File: src/rtl/fibonacci_index.sv
// Fibonacci classifier: finds the smallest k with F(k) >= value, one comparison per clock.
// Reports whether value == F(k) and the index k. Works as a checker for fibonacci_gen.
// Optional macro FIB_CEIL_EN adds the fib_ceil output, which carries F(index).
module fibonacci_index #(
  parameter int unsigned WIDTH = 8,
  parameter int unsigned IDX_W = 8
) (
  input  logic             clk,
  input  logic             rst_n,
  input  logic             start,
  input  logic [WIDTH-1:0] value,
  output logic             busy,
  output logic             done,
  output logic             is_fib,
  output logic [IDX_W-1:0] index
`ifdef FIB_CEIL_EN
  ,
  output logic [WIDTH:0]   fib_ceil
`endif
);

  typedef enum logic [1:0] {StIdle, StRun, StDone} state_e;

  state_e           state_q, state_d;
  logic [WIDTH:0]   a_q, b_q;
  logic [WIDTH-1:0] value_q;
  logic [IDX_W-1:0] k_q;
  logic             is_fib_q;
  logic [IDX_W-1:0] index_q;
`ifdef FIB_CEIL_EN
  logic [WIDTH:0]   fib_ceil_q;
`endif

  logic           accept;
  logic           found;
  logic [WIDTH:0] value_ext;

  // A new search is taken only when idle or in the single done cycle.
  assign accept    = start && ((state_q == StIdle) || (state_q == StDone));
  assign value_ext = {1'b0, value_q};
  // a is one bit wider than value, so a >= value is reached before a can wrap.
  assign found     = (state_q == StRun) && (a_q >= value_ext);

  // State register.
  always_ff @(posedge clk or negedge rst_n) begin
    if (!rst_n) begin
      state_q <= StIdle;
    end else begin
      state_q <= state_d;
    end
  end

  // Next-state logic.
  always_comb begin
    state_d = state_q;
    unique case (state_q)
      StIdle:  state_d = accept ? StRun : StIdle;
      StRun:   state_d = found ? StDone : StRun;
      StDone:  state_d = accept ? StRun : StIdle;
      default: state_d = StIdle;
    endcase
  end

  // Status outputs decoded from state; busy and done are mutually exclusive.
  always_comb begin
    busy = 1'b0;
    done = 1'b0;
    unique case (state_q)
      StRun:   busy = 1'b1;
      StDone:  done = 1'b1;
      default: begin
        busy = 1'b0;
        done = 1'b0;
      end
    endcase
  end

  // Search datapath and result registers; results change only when a search ends.
  always_ff @(posedge clk or negedge rst_n) begin
    if (!rst_n) begin
      a_q        <= '0;
      b_q        <= {{WIDTH{1'b0}}, 1'b1};
      k_q        <= '0;
      value_q    <= '0;
      is_fib_q   <= 1'b0;
      index_q    <= '0;
`ifdef FIB_CEIL_EN
      fib_ceil_q <= '0;
`endif
    end else if (accept) begin
      value_q <= value;
      a_q     <= '0;
      b_q     <= {{WIDTH{1'b0}}, 1'b1};
      k_q     <= '0;
    end else if (state_q == StRun) begin
      if (found) begin
        is_fib_q   <= (a_q == value_ext);
        index_q    <= k_q;
`ifdef FIB_CEIL_EN
        fib_ceil_q <= a_q;
`endif
      end else begin
        a_q <= b_q;
        b_q <= a_q + b_q;
        k_q <= k_q + IDX_W'(1);
      end
    end
  end

  assign is_fib   = is_fib_q;
  assign index    = index_q;
`ifdef FIB_CEIL_EN
  assign fib_ceil = fib_ceil_q;
`endif

endmodule

File: config.mk
export PLATFORM = sky130hd
export DESIGN_NAME = fibonacci_index
export DESIGN_NICKNAME = d
export VERILOG_FILES = /design/src/rtl/fibonacci_index.sv
export SDC_FILE = /design/constraint.sdc
export NUM_CORES = 1
export LEC_CHECK = 0
export BUFFER_PORTS_ARGS = -buffer_cell sky130_fd_sc_hd__buf_2
export CAP_MARGIN = 20
export CORE_ASPECT_RATIO = 1.4
export CORE_UTILIZATION = 53
export CTS_CLUSTER_SIZE = 20
export DETAILED_ROUTE_END_ITERATION = 16
export PLACE_DENSITY = 0.75
export SYNTH_ARGS = -nofsm -noshare
export SYNTH_HDL_FRONTEND = slang
export SYNTH_SLANG_ARGS = --single-unit
export TNS_END_PERCENT = 5
File: constraint.sdc
create_clock -name clk -period 2.1 [get_ports clk]
set_input_delay 0.21 -clock clk [delete_from_list [all_inputs] [get_ports clk]]
set_output_delay 0.21 -clock clk [all_outputs]
set_load 0.02 [all_outputs]
---- After elaboration in Yosys (flattened, before gate mapping) ----
Cells that the tools add are included.
storage, ports and cells
  bits in registers ....................... 45
  input port bits ......................... 11
  output and inout bits ................... 11
  logic and storage cells ................. 37
cells by class
  add/subtract/negate cells ............... 2
  $lt $le $gt $ge ......................... 1
  eq/ne operators ......................... 4
  multiplexer cells ....................... 14
  bitwise gates (word level) .............. 1
  reduce and logical (&&, ||, !) cells .... 8
operators with widths
  cell                 number
  $mux 9               6
  $mux 8               3
  $add 9x9->9          1
  $eq 9x8->1           1
  $ge 9x8->1           1
  $add 8x1->8 const B  1
  $pmux 2 s2           1
  $mux 1               3
  $reduce_and 3->1     1
  $eq 2x1->1 const B   1
  $eq 2x2->1 const B   1
  $logic_and 1x1->1    2
  $logic_not 2->1      1
  $mux 2               1
  $ne 2x2->1 const B   1
  $reduce_and 2->1     1
  $reduce_bool 2->1    1
  $reduce_or 2->1      1
  $logic_or 1x1->1     1
  $not 1->1            1

---- Logic depth before layout (Yosys ltp) ----
Gate-level depths: netlist of run 1.
  depth in word-level cells ............... 5
  depth in mapped cells ................... 9
  mapped depth without buffers ............ 7

---- Worst setup path before layout of run 1 ----
OpenSTA, ideal clock, no wires.
  path type ............................... reg-to-reg
  start ................................... register a_q[0]
  end ..................................... register b_q[8]
  data arrival time ....................... 1.989 ns
  data required time ...................... 1.979 ns
  slack ................................... -0.010 ns
  stages on the path, launching flop included .. 8
  buffers on the path ..................... 0
  clock period less this slack ............ 2.110 ns
  cell sequence ........................... dfrtp_1 ha_1 fa_1 a211oi_2 o21ai_1 a211o_1 and3_1 o22a_1
on the way
  longest elaborated chain between the ends .. 4
RTL lines
  what                                         line     text
  start: declaration                           25       logic [WIDTH:0] a_q, b_q;
  start signal: assignment                     103      a_q <= b_q;
  $add 9x9->9 or $ge 9x8->1 (tied branches)    104, 42
  $mux 9 or $logic_and 1x1->1 (tied branches)  96, 42
  $mux 9 or $ne 2x2->1 (tied branches)         n/a
  $mux 9 or $reduce_and 2->1 (tied branches)   n/a
  end signal: assignment                       82       b_q <= {{WIDTH{1'b0}}, 1'b1};
  end signal: assignment                       93       b_q <= {{WIDTH{1'b0}}, 1'b1};
  end signal: assignment                       104      b_q <= a_q + b_q;
  end: declaration                             25
Parallel ways exist; a longest one is shown, timed or not. The select of a mux whose other input is x is not followed.
A chain may end at the register's enable or synchronous reset.

---- Final worst setup path of run 1 ----
  start ................................... register a_q[3]
  end ..................................... register index_q[3], in the netlist index[3]
on the way
  longest elaborated chain between the ends .. 3
RTL lines
  what                               line  text
  $ge 9x8->1                         42    assign found = (state_q == StRun) && (a_q >= value_ext);
  $logic_and 1x1->1                  42
  $reduce_and 3->1 (no source line)  n/a
  end signal: assignment             98    index_q <= k_q;
  end: declaration                   29    logic [IDX_W-1:0] index_q;
Every way passes these cells.

==> impl_metrics.yaml, run 1 <==
cells_and_area:
  finalInstanceArea_sq_um: 2937
  n_antenna_cell: 0
  final_core_util_pct: 68.15
  seq_area_sq_um: 1129
  fill_cells: 338
  multiInputGateArea_sq_um: 1262
  layout-drive-gt1-share_pct: 28.01
  syn_to_final_growth_pct: 21.80
  fin_nets: 310
power:
  internal-power_w: 0.002426
  leakage_nw: 1.435
  power.net_switching_w: 0.001636
  sequentialPowerShare_pct: 33.2
  switching_share_pct: 40.27
  ir_worst_vdd_mv: 0.9525
  clockPowerShare_pct: 13.7
  powerDensity_nw_per_um2: 1383
  power_frac_comb_pct: 53.1
synthesis:
  ys.flop_type: "dfrtp_1"
  synth_warnings: 0
  yosys-top-cells-area: "dfrtp_1 46%, ha_1 8.8%, nand2_1 6.5%, mux2_2 5.6%, o21ai_0 5.4%"
  synth.largest_area_cell: "dfrtp_1"
  ys_ff_latch: 45
  synth_common_cells: "44 x dfrtp_1, 42 x nand2_1, 26 x o21ai_0"
  yosysMostFrequentCell: "dfrtp_1"
  ys_seq_area_share_pct: 46.76
  synth_cells: 237
  async_reset_ff_share_pct: 100.0
  synthesis.nets: 266
  netlist.area_leader.share_pct: 45.67
  synth_area_sq_um: 2411
  synth_edf_count: 0
  syn_area_per_cell_sq_um: 10.17
  ys_types: 42
clocking:
  ctsHtreeMaxLevel: 2
  clk_latency_ns: 0.31
  clockBufferDepth: 2
  cts_root_buffer: "clkbuf_8"
  numClockSinks: 45
  cts-buffers-inserted: 5
  clkTransAtPathRegs_ns: 0.10
  cts_tree: "yes"
floorplanning:
  rows: 28
  core-area_sq_um: 4309
  fp.dieW_um: 59.01
  die_h_um: 81.81
  initial_core_util_pct: 55.95
  dieArea_sq_um: 4827
  ios: 22
sta:
  finalCriticalPeriod_ns: 2.080
  skew_ns: 0.01190
  fmax_ghz: 0.4808
  maxSlewHeadroom_pct: 51.59
  rsz0062_at_grt: "true"
  worst_pin_slew_ns: 0.7261
  fin_crit_sh_pct: 99.03
  finalMaxSlewViolations: 0
  setup_viol: 0
  hold_viol: 0
setup_path:
  worstPathMaxFanout: 5
  startpoint_type: "register"
  crit_type: "reg2reg"
  required_ns: 2.29
  end_kind: "register"
  cp.arrival_ns: 2.27
drt:
  routed_wl_mm: 4.845
  ant_nets: 0
  drc: 0
  drt_iter0_drc: 59
  vias_per_cell: 5.301
  dr.pass1.iters: 4
  dr_total_vias: 1813
  wl_per_cell_um: 14.17
grt:
  grt_overflow: 0
  grt_util_all_layers_pct: 21.63
  grt_max_degree: 24
  antenna_found_initial: 0
  first_global_vias: 1766
  grt_pass1_wl_mm: 7.728
placed_design:
  gp_congestion: 0.9400
  port_buffers: 21
  place_area_sq_um: 2703
  post-dp-hpwl_mm: 3.399
min_path:
  hold_class: "in2reg"
job:
  drv_cap: 0
run_status:
  status: "complete, no violations"
==> cell type report <==
type / instances / share of cell area, %
flip-flops and latches: 45 / 38.43
inverters: 14 / 1.790
well taps: 60 / 2.556
repair buffers: 45 / 11.16
multi-input cells: 170 / 42.99
clock buffers: 5 / 2.343
clock inverters: 3 / 0.7243
==> layout by cell type, fill, tap and decap left out, types with 4 or more instances in the layout <==
cell type,netlist,routed
buf_4,2,17
nand3_1,4,4
buf_6,1,4
mux2i_1,8,8
inv_1,14,13
ha_1,17,14
buf_2,2,21
nor2b_1,5,4
mux2_2,12,8
nand2_1,42,42
a21oi_1,6,5
nor2_1,8,8
o21ai_0,26,24
xnor2_1,4,4
dfrtp_1,44,43
clkbuf_8,0,5
mux2_4,0,4
==> cells by family after synthesis <==
| logic type | count (synthesis) | synth area share (%) |
|---|---|---|
| mux | 20 | 8.926 |
| compound gates | 55 | 15.10 |
| xor+xnor | 7 | 2.543 |
| flops | 45 | 46.76 |
| simple gates | 69 | 12.71 |
| buf+inv | 23 | 4.307 |
| fa+ha+maj | 18 | 9.652 |
==> layer usage <==
layer,GRT usage (%),routed length [um]
met2,37.73,2548
met5,0,0
met4,10.71,96
met1,24.95,2093
met3,4.252,107
==> worst paths after layout <==
kind,startpoint,cells after the start,to,slack (ns)
setup / recovery,a_q[3],7,index[3],0.02
hold / removal,value[0],3,value_q[0],0.09
setup reg to reg,a_q[3],7,index[3],0.02
hold reg to reg,k_q[7],1,k_q[7],0.49
max in group asynchronous,rst_n,3,a_q[3],1.17
min in group asynchronous,rst_n,2,b_q[1],0.42
==> power groups by stage <==
stage	Clock (W)	Combinational, W	Sequential [W]
after floorplan	0	0.00126	0.00136
after global placement	0	0.00173	0.00136
after detailed placement	0	0.00180	0.00137
after CTS	0.000570	0.00188	0.00135
after global routing	0.000610	0.00238	0.00139
final	0.000555	0.00216	0.00135
==> stage by stage <==
step	TNS [ns]	hold WS (ns)	setup WS, ns	cells	total power, W
CTS	-0.06887	0.08629	-0.01421	338	0.003800
floorplan	0	-0.08559	0.01555	237	0.002613
finish	0	0.08808	0.02027	342	0.004061
global placement	-0.005386	0.2282	-0.003883	327	0.003092
detailed placement	-0.1296	0.2338	-0.01962	327	0.003164
global route	-0.2379	0.08286	-0.04355	342	0.004378
==> timing repair <==
item | 4_1_cts | 5_1_grt
setup buffers | 1 | 3
endpoints found under the hold margin | 21 | 0
pin swaps | 3 | 11
setup endpoints to repair | 12 | 24
resized for setup | 4 | 19
gates cloned | 1 | 1
hold buffers | 1 | 0
==> state kept, by name, summed over array words and instances (netlist names) <==
| register | flops |
|---|---|
| k_q | 8 |
| a_q | 9 |
| state_q | 2 |
| value_q | 8 |
| b_q | 9 |
| is_fib | 1 |
| index | 8 |
==> worst max-delay path, stage by stage (launching register included) <==
cell,delay (ns)
dfrtp_2,0.45
ha_4,0.28
nand4_1,0.17
o221ai_4,0.29
a21oi_2,0.11
nor2b_4,0.17
buf_6,0.15
mux2_2,0.33
No activity file was read; power rests on OpenSTA's default activity.
==> run 2: changes to the inputs <==
Settings changed: CORE_UTILIZATION 53 to 25, PLACE_DENSITY 0.75 to 0.42.
Clock period 2.1 ns to 1.85 ns, I/O delays scaled along.
==> impl_metrics.yaml, run 2 (synthesis results as in run 1) <==
placed_design:
  place_ws_ns: -0.2485
  port_buffers: 21
  post-dp-hpwl_mm: 4.290
  dp.cells: 402
  gp_congestion: 0.7348
power:
  power.net_switching_w: 0.002036
  sequentialPowerShare_pct: 27.4
  ir_worst_vdd_mv: 0.7001
  internal-power_w: 0.003526
  powerDensity_nw_per_um2: 1662
  leakage_nw: 1.634
  switching_share_pct: 36.60
  total_power_w: 0.005561
  clockPowerShare_pct: 15.6
  power_frac_comb_pct: 57.0
sta:
  finalMaxSlewViolations: 0
  rsz0062_at_grt: "true"
  skew_ns: 0.006597
  worst_pin_slew_ns: 0.5476
  fmax_ghz: 0.4971
  maxSlewHeadroom_pct: 63.49
  setup_ws_ns: -0.1616
  tns_ns: -3.003
  hold_ws_ns: 0.1063
  hold_viol: 0
  finalCriticalPeriod_ns: 2.012
  fin_crit_sh_pct: 108.7
  setup_viol: 33
cells_and_area:
  fin_cells: 420
  layout_common_cells: "44 x dfrtp_1, 43 x buf_4, 39 x nand2_1"
  largest_registers: "a_q: 9 flops, b_q: 9 flops"
  n_antenna_cell: 0
  fin_nets: 338
  final_common_cell: "dfrtp_1"
  syn_to_final_growth_pct: 38.76
  layout-drive-gt1-share_pct: 36.45
floorplanning:
  ios: 22
  dieArea_sq_um: 10050
  die_h_um: 118.2
  rows: 42
  initial_core_util_pct: 25.63
  core-area_sq_um: 9407
  fp.dieW_um: 85
min_path:
  hold_class: "in2reg"
run_status:
  violations: "negative setup slack"
  status: "complete, but fails checks"
drt:
  wl_met1_mm: 2.374
  dr_total_vias: 1917
  wl_per_cell_um: 13.47
  routed.top_layer: "met4"
  drt_iter0_drc: 58
  vias_per_cell: 4.564
  dr_wl_met2_mm: 3.077
  dr.pass1.iters: 5
  ant_nets: 0
  routed_wl_mm: 5.656
  wl_met3_um: 104
  drc: 0
grt:
  grt_overflow: 0
  antenna_found_initial: 0
  grt_pass1_wl_mm: 9.473
  grt_max_degree: 25
  first_global_vias: 1949
  grt_util_all_layers_pct: 12.16
job:
  drv_cap: 0
clocking:
  cts-buffers-inserted: 5
  cts_root_buffer: "clkbuf_16"
  numClockSinks: 45
  clkTransAtPathRegs_ns: 0.06
  clk_latency_ns: 0.29
  cts_tree: "yes"
  clockBufferDepth: 2
  ctsHtreeMaxLevel: 2
setup_path:
  cp.arrival_ns: 2.19
  end_kind: "register"
  required_ns: 2.03
  crit_type: "reg2reg"
  startpoint_type: "register"
  worstPathMaxFanout: 2
run 2: cell count changes in the layout (fill, tap and decap cells not counted), moves of 3 or more:
cell,previous run,this run
clkbuf_8,5,0
nand2_2,0,3
buf_12,2,5
buf_4,17,43
o21ai_0,24,14
clkbuf_16,0,6
nand2_1,42,39
o21ai_1,3,12
run 2: routing by layer:
metal,up-vias,GRT usage [%]
met5,-,0
met4,0,4.767
met3,7,2.514
met2,18,22.18
met1,931,13.60
li1,961,-
run 2: area by class of cell:
type | instances | area (sq um)
clock buffers | 7 | 132.6
clock inverters | 1 | 7.507
fillers | 963 | 6061
inverters | 14 | 52.55
multi-input cells | 169 | 1291
flip-flops and latches | 45 | 1127
well taps | 110 | 137.6
repair buffers | 74 | 596.8
run 2: metrics by stage:
stage,utilization [%],instance area (sq um)
finish,35.57,3346
global route,35.57,3346
CTS,33.68,3168
detailed placement,31.79,2990
global placement,31.79,2990
floorplan,-,2426
run 2: power groups by stage:
stage               registers (W)  logic (W)  clock network, W
floorplan                 0.00155    0.00144                 0
global placement          0.00153    0.00253                 0
detailed placement        0.00154    0.00255                 0
CTS                       0.00152    0.00264          0.000914
global route              0.00156    0.00350          0.000948
finish                    0.00153    0.00317          0.000867
run 2: final timing paths:
| kind | start | to | slack [ns] | cells past startpoint |
|---|---|---|---|---|
| setup / recovery | a_q[0] | b_q[8] | -0.16 | 7 |
| hold / removal | value[4] | value_q[4] | 0.11 | 3 |
| setup reg to reg | a_q[0] | b_q[8] | -0.16 | 7 |
| hold reg to reg | k_q[7] | k_q[7] | 0.48 | 1 |
| max in group asynchronous | rst_n | b_q[0] | 0.83 | 3 |
| min in group asynchronous | rst_n | k_q[7] | 0.42 | 2 |
run 2: worst max-delay path, cell delays in order (launching register included):
cell      delay, ns
dfrtp_1        0.41
ha_4           0.18
fa_2           0.37
a211oi_2       0.23
o21ai_1        0.09
a211o_1        0.28
and3_1         0.16
o22a_1         0.19
run 2: what timing repair did:
| item | in CTS | in global routing |
|---|---|---|
| gates resized for setup | 5 | 31 |
| setup endpoints to repair | 35 | 36 |
| setup buffers | 2 | 6 |
| hold buffers | 1 | 0 |
| cloned | 0 | 1 |
| pin swaps | 6 | 5 |
| hold endpoints to repair | 21 | 0 |
